$ cat src/rtl/md_issue_ctrl_pkg.sv
// Shared definitions for the multiply/divide issue controller:
// mode codes, FSM states and start-op classification helpers.
package md_issue_ctrl_pkg;

    localparam logic [3:0] MULDIVMode_NONE  = 4'd0;
    localparam logic [3:0] MULDIVMode_MULT  = 4'd1;
    localparam logic [3:0] MULDIVMode_MULTU = 4'd2;
    localparam logic [3:0] MULDIVMode_DIV   = 4'd3;
    localparam logic [3:0] MULDIVMode_DIVU  = 4'd4;
    localparam logic [3:0] MULDIVMode_MTHI  = 4'd5;
    localparam logic [3:0] MULDIVMode_MTLO  = 4'd6;
    localparam logic [3:0] MULDIVMode_MFHI  = 4'd7;
    localparam logic [3:0] MULDIVMode_MFLO  = 4'd8;

    typedef enum logic [1:0] {
        MD_IDLE     = 2'd0,
        MD_MUL_BUSY = 2'd1,
        MD_DIV_BUSY = 2'd2
    } md_state_e;

    function automatic logic is_mul_op(input logic [3:0] m);
        return (m == MULDIVMode_MULT) || (m == MULDIVMode_MULTU);
    endfunction

    function automatic logic is_div_op(input logic [3:0] m);
        return (m == MULDIVMode_DIV) || (m == MULDIVMode_DIVU);
    endfunction

    // Ops that hand work to the unit (mfhi/mflo only read results)
    function automatic logic is_md_start_op(input logic [3:0] m);
        return is_mul_op(m) || is_div_op(m) ||
               (m == MULDIVMode_MTHI) || (m == MULDIVMode_MTLO);
    endfunction

endpackage

$ cat src/rtl/md_busy_counter.sv
// Loadable down-counter shadowing the muldiv unit's busy window.
// Flags the final busy cycle so the FSM can return to idle.
module md_busy_counter #(
    parameter int CNT_W = 4
) (
    input  logic             clk,
    input  logic             reset,
    input  logic             load,
    input  logic [CNT_W-1:0] load_val,
    output logic [CNT_W-1:0] cnt,
    output logic             last
);

    // Load on issue, otherwise count down and hold at zero
    always_ff @(posedge clk) begin
        if (reset) begin
            cnt <= '0;
        end else if (load) begin
            cnt <= load_val;
        end else if (cnt != '0) begin
            cnt <= cnt - 1'b1;
        end
    end

    assign last = (cnt == CNT_W'(1));

endmodule

$ cat src/rtl/md_issue_ctrl.sv
// Issue controller for the muldiv start/busy handshake: issues
// start strobes, shadows the busy window and stalls HI/LO users in D.
module md_issue_ctrl
    import md_issue_ctrl_pkg::*;
#(
    parameter int MULT_CYCLES = 5,
    parameter int DIV_CYCLES  = 10,
    parameter int CNT_W       = 4
) (
    input  logic             clk,
    input  logic             reset,
    input  logic             e_valid,
    input  logic [3:0]       e_mode,
    input  logic             e_flush,
    input  logic             d_uses_md,
    output logic             md_start,
    output logic [3:0]       md_mode,
    output logic             md_busy,
    output logic             md_stall,
    output logic [CNT_W-1:0] cnt_dbg
);

    md_state_e        state_q;
    md_state_e        state_d;
    logic             e_start_op;
    logic             issue;
    logic             load;
    logic [CNT_W-1:0] load_val;
    logic             last;

    assign e_start_op = e_valid & ~e_flush & is_md_start_op(e_mode);
    assign issue      = e_start_op & (state_q == MD_IDLE);

    md_busy_counter #(
        .CNT_W(CNT_W)
    ) u_cnt (
        .clk     (clk),
        .reset   (reset),
        .load    (load),
        .load_val(load_val),
        .cnt     (cnt_dbg),
        .last    (last)
    );

    // State register
    always_ff @(posedge clk) begin
        if (reset) begin
            state_q <= MD_IDLE;
        end else begin
            state_q <= state_d;
        end
    end

    // Next state and counter load; busy states ignore start ops
    always_comb begin
        state_d  = state_q;
        load     = 1'b0;
        load_val = '0;
        unique case (state_q)
            MD_IDLE: begin
                if (issue && is_mul_op(e_mode)) begin
                    state_d  = MD_MUL_BUSY;
                    load     = 1'b1;
                    load_val = CNT_W'(MULT_CYCLES);
                end else if (issue && is_div_op(e_mode)) begin
                    state_d  = MD_DIV_BUSY;
                    load     = 1'b1;
                    load_val = CNT_W'(DIV_CYCLES);
                end
            end
            MD_MUL_BUSY, MD_DIV_BUSY: begin
                if (last) begin
                    state_d = MD_IDLE;
                end
            end
            default: state_d = MD_IDLE;
        endcase
    end

    // Handshake outputs and D-stage stall
    always_comb begin
        md_start = issue;
        md_mode  = issue ? e_mode : MULDIVMode_NONE;
        md_busy  = (state_q != MD_IDLE);
        md_stall = d_uses_md & ((state_q != MD_IDLE) | e_start_op);
    end

endmodule

$ cat config.mk
export PLATFORM = sky130hd
export DESIGN_NAME = md_issue_ctrl
export DESIGN_NICKNAME = d
export VERILOG_FILES = /design/src/rtl/md_issue_ctrl_pkg.sv /design/src/rtl/md_busy_counter.sv /design/src/rtl/md_issue_ctrl.sv
export SDC_FILE = /design/constraint.sdc
export NUM_CORES = 1
export LEC_CHECK = 0
export BUFFER_PORTS_ARGS = -buffer_cell sky130_fd_sc_hd__buf_2
export CORE_AREA = 3 3 40 42
export CTS_BUF_LIST = sky130_fd_sc_hd__clkbuf_16
export DETAILED_ROUTE_END_ITERATION = 10
export DIE_AREA = 0 0 43 45
export PLACE_DENSITY = 0.71
export SLEW_MARGIN = 20
export SYNTH_ARGS = -nofsm -noshare
export SYNTH_HDL_FRONTEND = slang
export SYNTH_SLANG_ARGS = --single-unit
$ cat constraint.sdc
create_clock -name clk -period 1.6 [get_ports clk]
set_input_delay 0.16 -clock clk [delete_from_list [all_inputs] [get_ports clk]]
set_output_delay 0.16 -clock clk [all_outputs]
set_load 0.05 [all_outputs]
# --- After elaboration in Yosys (flattened, before gate mapping) ---
# Cells that the tools add are included.
totals:
  word_cells: 46
  ff_bits: 6
op_classes:
  add_sub_neg: 1
  n_reduce_logical: 13
  n_bitwise: 6
  mux: 13
  eq_ne: 11
op_table:
  columns: ["cell", "count"]
  rows:
  - ["$mux W4", 6]
  - ["$eq A4 B3 Y1 const B", 3]
  - ["$eq A4 B1 Y1 const B", 2]
  - ["$eq A4 B2 Y1 const B", 2]
  - ["$mux W2", 3]
  - ["$logic_or A1 B1 Y1", 5]
  - ["$and A1 B1 Y1", 4]
  - ["$pmux W2 S2", 1]
  - ["$reduce_bool A2 Y1", 2]
  - ["$reduce_bool A4 Y1", 1]
  - ["$sub A4 B1 Y4 const B", 1]
  - ["$mux W1", 3]
  - ["$ne A3 B1 Y1 const B", 1]
  - ["$eq A2 B1 Y1 const B", 1]
  - ["$eq A2 B2 Y1 const B", 1]
  - ["$logic_and A1 B1 Y1", 2]
  - ["$logic_not A2 Y1", 1]
  - ["$ne A2 B2 Y1 const B", 1]
  - ["$reduce_and A2 Y1", 1]
  - ["$reduce_or A2 Y1", 1]
  - ["$not A1 Y1", 1]
  - ["$or A1 B1 Y1", 1]

# --- Depth between registers and ports, before layout ---
# Gate-level depths: netlist of run 1.
logic_depth:
  word_depth: 12
  depth_mapped: 6
  ltp_nobuf: 6

# --- By module ---
# A second synthesis of run 1 with hierarchy kept.
unflattened:
  hier_cells: 63
  area_unflattened_um2: 529.3
modules_own_cells:
  columns: ["mod", "n_inst", "area_each_um2", "cells_per_inst"]
  rows:
  - ["md_issue_ctrl", 1, 282.8, 36]
  - ["md_busy_counter", 1, 246.5, 27]

# --- Worst setup path after synthesis of run 1 ---
# Ideal clock, no wire load.
synth_timing:
  path_type: "reg-to-output"
  startpoint: "register state_q[1]"
  endpoint: "output port md_mode[0]"
  t_required_ps: 1440
  slack_ps: -550
  n_path_buf: 0
  path_stages_with_launch: 6
  t_arrival_ps: 1990
  path_cell_list: "dfxtp_1 -> inv_1 -> ha_1 -> inv_2 -> nor2_1 -> and2_1"
synth_between:
  elab_chain_cells: 3
synth_lines:
  columns: ["element", "line_no", "rtl"]
  rows:
  - ["start: declaration", "md_issue_ctrl.sv:23", "md_state_e state_q;"]
  - ["start signal: assignment", "md_issue_ctrl.sv:50", "state_q <= state_d;"]
  - ["$logic_not A2 Y1", "md_issue_ctrl.sv:32", "assign issue = e_start_op & (state_q == MD_IDLE);"]
  - ["$and A1 B1 Y1", "md_issue_ctrl.sv:32", null]
  - ["net md_start", "md_issue_ctrl.sv:16", "output logic md_start,"]
  - ["$mux W4", "md_issue_ctrl.sv:83", "md_mode = issue ? e_mode : MULDIVMode_NONE;"]
  - ["end: declaration", "md_issue_ctrl.sv:17", "output logic [3:0] md_mode,"]
# The timed path passes the listed nets, and every way through them passes these cells.

# --- Worst setup path after layout of run 1 ---
layout_timing:
  startpoint: "register state_q[0]"
  endpoint: "output port md_mode[2]"
layout_between:
  elab_chain_cells: 3
layout_lines:
  columns: ["element", "line_no"]
  rows:
  - ["$logic_not A2 Y1", "md_issue_ctrl.sv:32"]
  - ["$and A1 B1 Y1", "md_issue_ctrl.sv:32"]
  - ["$mux W4", "md_issue_ctrl.sv:83"]
# No other way between the ends.

==> summary.md, run 1 <==
| Metric | Value |
|---|---|
| Outcome | `finished, final reports clean` |
| Area delta synth->final | `48.0%` |
| Register area share after synthesis | `0.230` |
| Internal Power | `753 uW` |
| Top cell type by total area after synthesis | `dfxtp_1` |
| Clock-pin slew on the worst setup and hold paths | `0.03 ns` |
| Psw | `485 uW` |
| CORE AREA | `0.00128 mm2` |
| Post-CTS Hold Fix Bufs | `0` |
| Final setup fails | `0` |
| Reg2reg path depth | `6` |
| Register-to-register setup slack | `0.10 ns` |
| Port Buffers | `18` |
| Die area | `about 0.0019 mm2` |
| Global-route wire length before repair | `roughly 2100 um` |
| Max_cap viols | `0` |
| Worst setup EP type | `output port` |
| Post-detailed-route count of antenna-violating nets | `0` |
| Sw Share | `0.392` |
| Mapped Nets | `69` |
| Crit path kind | `reg2out` |
| Num CTS Buffers | `3` |
| Final nets | `between 90 and 100` |
| Die width | `between 40 and 50 um` |
| Crit path required time | `1.44 ns` |
| Deepest clock path buffer count | `2` |
| Hold Vio Cnt, Final | `0` |
| Site row count | `13` |
| Mapped Cells | `56` |
| Placer Congestion | `0.771` |
| Synth unique cells | `31` |
| Cell count of the worst hold path | `2` |
| Largest net degree at the start of global routing | `8` |
| Fmax | `653 MHz` |
| Initial antenna violation count | `0` |
| CTS sink count | `6` |
| TritonCTS clock tree | `done` |
| YS warnings | `0` |
| Clk pwr share | `0.328` |
| Filler instances | `between 100 and 150` |
| Total grt overflow | `0` |
| Hold Crit Class | `in2reg` |
| Mapped Area | `around 520 um2` |
| Crit path arrival time | `1.37 ns` |
| Via count | `~490` |
| Yosys reg bits | `6` |
| Routed WL per cell | `roughly 13 um` |
| Synth top area share | `0.230` |
| Logic pwr share | `0.476` |
| Drt drc | `0` |
| Synth top area cells | `dfxtp_1 23%, ha_1 9.6%, xnor2_1 5.0%` |
| Syn_area_per_cell | `9.32 um2` |
| Peak supply drop | `~750 uV` |
| Post-DP Area | `652 um2` |
| Clock latency on the worst-skew pair | `0.23 ns` |
| Final min period | `~1.5 ns` |
| Drt via density | `5.24` |
| I/O pins | `20` |
| Area occupied by multi-input gates | `398 um2` |
| Root buf cell | `clkbuf_16` |
| DRT iter0 DRCs | `3` |
| Starting Density | `0.406` |
| Leak Pwr | `0.337 nW` |
| Pwr/cell area | `1600 mW/mm2` |
| WHS | `0.191 ns` |
| GRT Overall Usage | `0.158` |
| H-Tree Depth | `1` |
| WL final | `about 1200 um` |
| Finished Cell Area | `around 770 um2` |
| Post-synth EDFFs | `0` |
| Placed wire-length estimate | `941 um` |
| Vias in the first global route | `465` |
| TritonRoute pass-1 iters | `4` |
| Top FF cell, synth | `dfxtp_1` |
| Layout cells sized above 1 | `0.538` |
| Fraction of power consumed by sequential logic | `0.196` |
| Slew Limit Fails | `0` |
| N_diodes | `0` |
| Worst-path fanout max | `4` |
| Ys async rst share | `0` |
| Register area | `between 100 and 150 um2` |
| Die Span Y | `approximately 45 um` |
| Setup Skew | `0.000918 ns` |
| Setup crit start kind | `flop` |
| Period utilization | `0.957` |
==> worst max-delay path, cell delays in order (launching register included) <==
cell and delay (ns):
dfxtp_2 0.31, inv_1 0.09, ha_4 0.15, buf_4 0.13
inv_4 0.04, nor2_4 0.12, and2_2 0.16, buf_6 0.15
==> synth_stat cells, types with 2 or more instances <==
library cell,number
nand3_1,2
ha_1,4
nor2_1,3
a211oi_2,2
nand2b_1,2
a21oi_1,3
inv_1,5
and2_1,3
nor3b_2,2
xnor2_1,3
o21a_1,2
dfxtp_1,6
==> state kept, by name, summed over array words and instances, names as in the netlist <==
name       count
state_q        2
u_cnt.cnt      4
==> final cells by class <==
class                           count  area share
Timing Repair Buffer               20       0.170
Sequential cell                     6       0.160
Inverter                            6      0.0324
Multi-Input combinational cell     43       0.515
Tap cell                           15      0.0243
Clock buffer                        3      0.0972
==> metal layers <==
metal | vias to the layer above | wire (um) | track usage
li1 | 239 | - | -
met5 | - | 0 | 0
met4 | 0 | 80 | 0.169
met2 | 15 | 644 | 0.266
met3 | 8 | 57 | 0.0518
met1 | 225 | 467 | 0.145
==> placed cells by master, fill, tap and decap left out, drive strengths merged, types with 2 or more instances in the layout <==
master | netlist | final
buf | 1 | 20
nor2 | 3 | 3
dfxtp | 6 | 6
a21oi | 3 | 3
ha | 4 | 4
xnor2 | 3 | 3
and2 | 3 | 3
a21boi | 2 | 2
clkbuf | 0 | 3
inv | 6 | 6
a211oi | 3 | 3
nand2b | 2 | 2
o21ai | 2 | 2
o21a | 2 | 2
nor3b | 3 | 3
nand3 | 3 | 3
==> path summary, 6_finish.rpt <==
| path | startpoint | endpoint |
|---|---|---|
| hold reg to reg | state_q[0] | state_q[0] |
| setup reg to reg | state_q[0] | state_q[0] |
| setup / recovery | state_q[0] | md_mode[2] |
| hold / removal | reset | state_q[1] |
==> timing repair <==
item | CTS | global route
hold endpoints to repair | 0 | 0
setup endpoints to repair | 3 | 4
buffers inserted | 0 | 0
gates resized for setup | 7 | 7
==> power by group through the flow <==
stage | clock, mW | sequential, mW | combinational, mW
2_1_floorplan | 0 | 0.361 | 0.322
3_3_place_gp | 0 | 0.242 | 0.567
3_5_place_dp | 0 | 0.243 | 0.570
4_1_cts | 0.408 | 0.243 | 0.586
5_1_grt | 0.423 | 0.249 | 0.640
6_report | 0.406 | 0.242 | 0.590
==> metrics by stage <==
| step | instances | utilization | total power, mW | worst slack (ns) | TNS (ns) |
|---|---|---|---|---|---|
| 6_report | 93 | 0.601 | 1.24 | 0.0690 | 0 |
| 5_1_grt | 93 | 0.601 | 1.31 | -0.00543 | -0.00661 |
| 4_1_cts | 93 | 0.582 | 1.24 | 0.0147 | 0 |
| 3_5_place_dp | 90 | 0.507 | 0.814 | 0.0939 | 0 |
| 3_3_place_gp | 90 | 0.507 | 0.809 | 0.128 | 0 |
| 2_1_floorplan | 56 | - | 0.684 | 0.0267 | 0 |
==> cell families (layout without fill, tap and decap cells) <==
| group | Yosys count | count (layout) | share of synthesized area |
|---|---|---|---|
| muxes | 1 | 1 | 0.0192 |
| xor gates and xnor gates | 4 | 4 | 0.0672 |
| adders and majority gates | 4 | 4 | 0.0959 |
| and+or+nand+nor | 19 | 19 | 0.309 |
| buffers and inverters | 7 | 29 | 0.0576 |
| AOI/OAI and AO/OA | 14 | 14 | 0.213 |
| DFF | 6 | 6 | 0.230 |
| other | 1 | 1 | 0.00719 |
Power figures use the tool's default switching activity.
==> inputs of run 2 (changes only) <==
Settings changed: CELL_PAD_IN_SITES_DETAIL_PLACEMENT set to 0, CELL_PAD_IN_SITES_GLOBAL_PLACEMENT set to 1, CORE_AREA 3 3 40 42 to not set, CORE_MARGIN set to 3, CORE_UTILIZATION set to 33, DIE_AREA 0 0 43 45 to not set, PLACE_DENSITY 0.71 to 0.79.
==> summary.md, run 2 (synthesis gave the netlist of run 1 again) <==
| Metric | Value |
|---|---|
| Outcome | `finished, final reports clean (unchanged)` |
| Setup crit start kind | `flop (unchanged)` |
| Post-CTS Hold Fix Bufs | `0 (unchanged)` |
| Crit path arrival time | `1.36 ns (was 1.37 ns)` |
| Hold Vio Cnt, Final | `0 (unchanged)` |
| Total power | `1.23 mW (was 1.24 mW)` |
| Area delta synth->final | `44.8% (was 48.0%)` |
| Setup TNS | `0 ns (unchanged)` |
| TritonRoute pass-1 iters | `4 (unchanged)` |
| Via count | `455 (was 487)` |
| Die width | `45.8 um (was 43 um)` |
| Place WS | `0.120 ns (was 0.0939 ns)` |
| Final setup fails | `0 (unchanged)` |
| Unrepaired setup endpoints after global routing | `false` |
| Num CTS Buffers | `3 (unchanged)` |
| Crit path required time | `1.44 ns (about the same)` |
| Global-route wire length before repair | `1880 um (was 2100 um)` |
| Hold Crit Class | `in2reg (unchanged)` |
| Most common cell after layout, fill and taps aside | `buf_2 (unchanged)` |
| Filler instances | `124 (was 105)` |
| Clock latency on the worst-skew pair | `0.23 ns (about the same)` |
| N_diodes | `0 (unchanged)` |
| Critical path's top delay family | `buffers and inverters (unchanged)` |
| Drt drc | `0 (unchanged)` |
| Total grt overflow | `0 (unchanged)` |
| Routed WL per cell | `12.1 um (was 13.4 um)` |
| Worst path buffer plus inverter count | `4 (unchanged)` |
| Port Buffers | `18 (unchanged)` |
| Biggest register | `u_cnt.cnt (unchanged)` |
| Post-detailed-route count of antenna-violating nets | `0 (unchanged)` |
| Fmax | `657 MHz (was 653 MHz)` |
| Placer Congestion | `0.727 (was 0.771)` |
| Leak Pwr | `0.332 nW (was 0.337 nW)` |
| CP Depth | `7 (unchanged)` |
| Pwr/cell area | `1620 mW/mm2 (was 1600 mW/mm2)` |
| Post-DP Area | `652 um2 (unchanged)` |
| Reg2reg path depth | `6 (unchanged)` |
| Cell count of the worst hold path | `2 (unchanged)` |
| Root buf cell | `clkbuf_16 (unchanged)` |
| Worst path max stage delay | `0.32 ns (was 0.31 ns)` |
| Setup Skew | `0.000849 ns (was 0.000918 ns)` |
| Initial antenna violation count | `0 (unchanged)` |
| Util after Layout | `0.547 (was 0.601)` |
| Worst-path fanout max | `4 (unchanged)` |
| WL final | `1130 um (was 1250 um)` |
| Placed wire-length estimate | `913 um (was 941 um)` |
| GRT Overall Usage | `0.129 (was 0.158)` |
| Die area | `0.00209 mm2 (was 0.00194 mm2)` |
| CP max stage cell | `dfxtp_2 (unchanged)` |
| Slew Limit Fails | `0 (unchanged)` |
| CORE AREA | `0.00138 mm2 (was 0.00128 mm2)` |
| Largest net degree at the start of global routing | `8 (unchanged)` |
| Finished Cell Area | `756 um2 (was 772 um2)` |
| Setup ws final | `0.0779 ns (was 0.0690 ns)` |
| Layout cells sized above 1 | `0.538 (unchanged)` |
| Starting Density | `0.377 (was 0.406)` |
| Drt via density | `4.89 (was 5.24)` |
| TritonCTS clock tree | `done (unchanged)` |
| Commonest non-fill, non-tap cells in the layout | `15 x buf_2, 5 x inv_1 (unchanged)` |
| Max reg flops | `4 (unchanged)` |
| CTS-repair resized insts | `7 (unchanged)` |
| Die Span Y | `45.8 um (was 45 um)` |
| Period utilization | `0.951 (was 0.957)` |
| H-Tree Depth | `1 (unchanged)` |
| Max_cap viols | `0 (unchanged)` |
| Worst-path cell chain | `inv_1 > ha_2 > buf_4 > inv_4 > nor2_4 > and2_2 > buf_8 (was inv_1 > ha_4 > buf_4 > inv_4 > nor2_4 > and2_2 > buf_6)` |
| Site row count | `13 (unchanged)` |
| Crit path kind | `reg2out (unchanged)` |
| Postcts setup bufs | `0 (unchanged)` |
| Deepest clock path buffer count | `2 (unchanged)` |
| Peak supply drop | `583 uV (was 748 uV)` |
| Worst setup EP type | `output port (unchanged)` |
| Vias in the first global route | `450 (was 465)` |
| Clock-pin slew on the worst setup and hold paths | `0.03 ns (about the same)` |
| I/O pins | `20 (unchanged)` |
| Final min period | `1.52 ns (was 1.53 ns)` |
| Final nets | `93 (unchanged)` |
| CTS sink count | `6 (unchanged)` |
| DRT iter0 DRCs | `4 (was 3)` |
| Biggest regs | `u_cnt.cnt x4, state_q x2 (unchanged)` |
-- run 2: cell types whose count changed in the layout (fill, tap and decap cells not counted) --
cell	previous run	this run
and2_2	1	3
buf_8	2	1
and2_4	2	0
ha_4	1	0
ha_2	0	1
buf_6	1	2
-- run 2: worst reg2reg max path, cell delays in order, from the launching register on --
cell	delay (ns)
dfxtp_2	0.31
inv_1	0.13
ha_1	0.18
inv_1	0.04
o31ai_1	0.38
mux2i_1	0.23
a21oi_1	0.08
-- run 2: area by class of cell --
class / instances / area, um2 / area share
clock buffer: 3 / 75.1 / 0.0993
timing repair buffer: 20 / 128 / 0.169
multi-input combinational: 43 / 385 / 0.510
sequential: 6 / 124 / 0.164
inverter: 6 / 25.0 / 0.0331
tap: 15 / 18.8 / 0.0248
-- run 2: where the power goes --
part | internal [mW] | switching [mW] | leakage, nW
combinational | 0.236 | 0.350 | 0.245
clock | 0.320 | 0.0794 | 0.0370
sequential | 0.196 | 0.0469 | 0.0504
-- run 2: through the flow --
stage,std cells,hold slack (ns)
floorplan,56,0.225
global placement,90,0.421
detailed placement,90,0.423
CTS,93,0.185
global route,93,0.206
finish,93,0.190
-- run 2: worst paths after layout --
check / startpoint / slack (ns) / end
min: reset / 0.19 / state_q[1]
max reg2reg: u_cnt.cnt[1] / 0.14 / state_q[0]
min reg2reg: state_q[0] / 0.47 / state_q[0]
max: state_q[0] / 0.08 / md_mode[1]
-- run 2: metal layers --
metal / up-vias / routed length, um / global-route usage
met3: 2 / 25 / 0.0237
met5: - / 0 / 0
met4: 0 / 19 / 0.102
met2: 7 / 576 / 0.209
met1: 204 / 506 / 0.145
li1: 242 / - / -
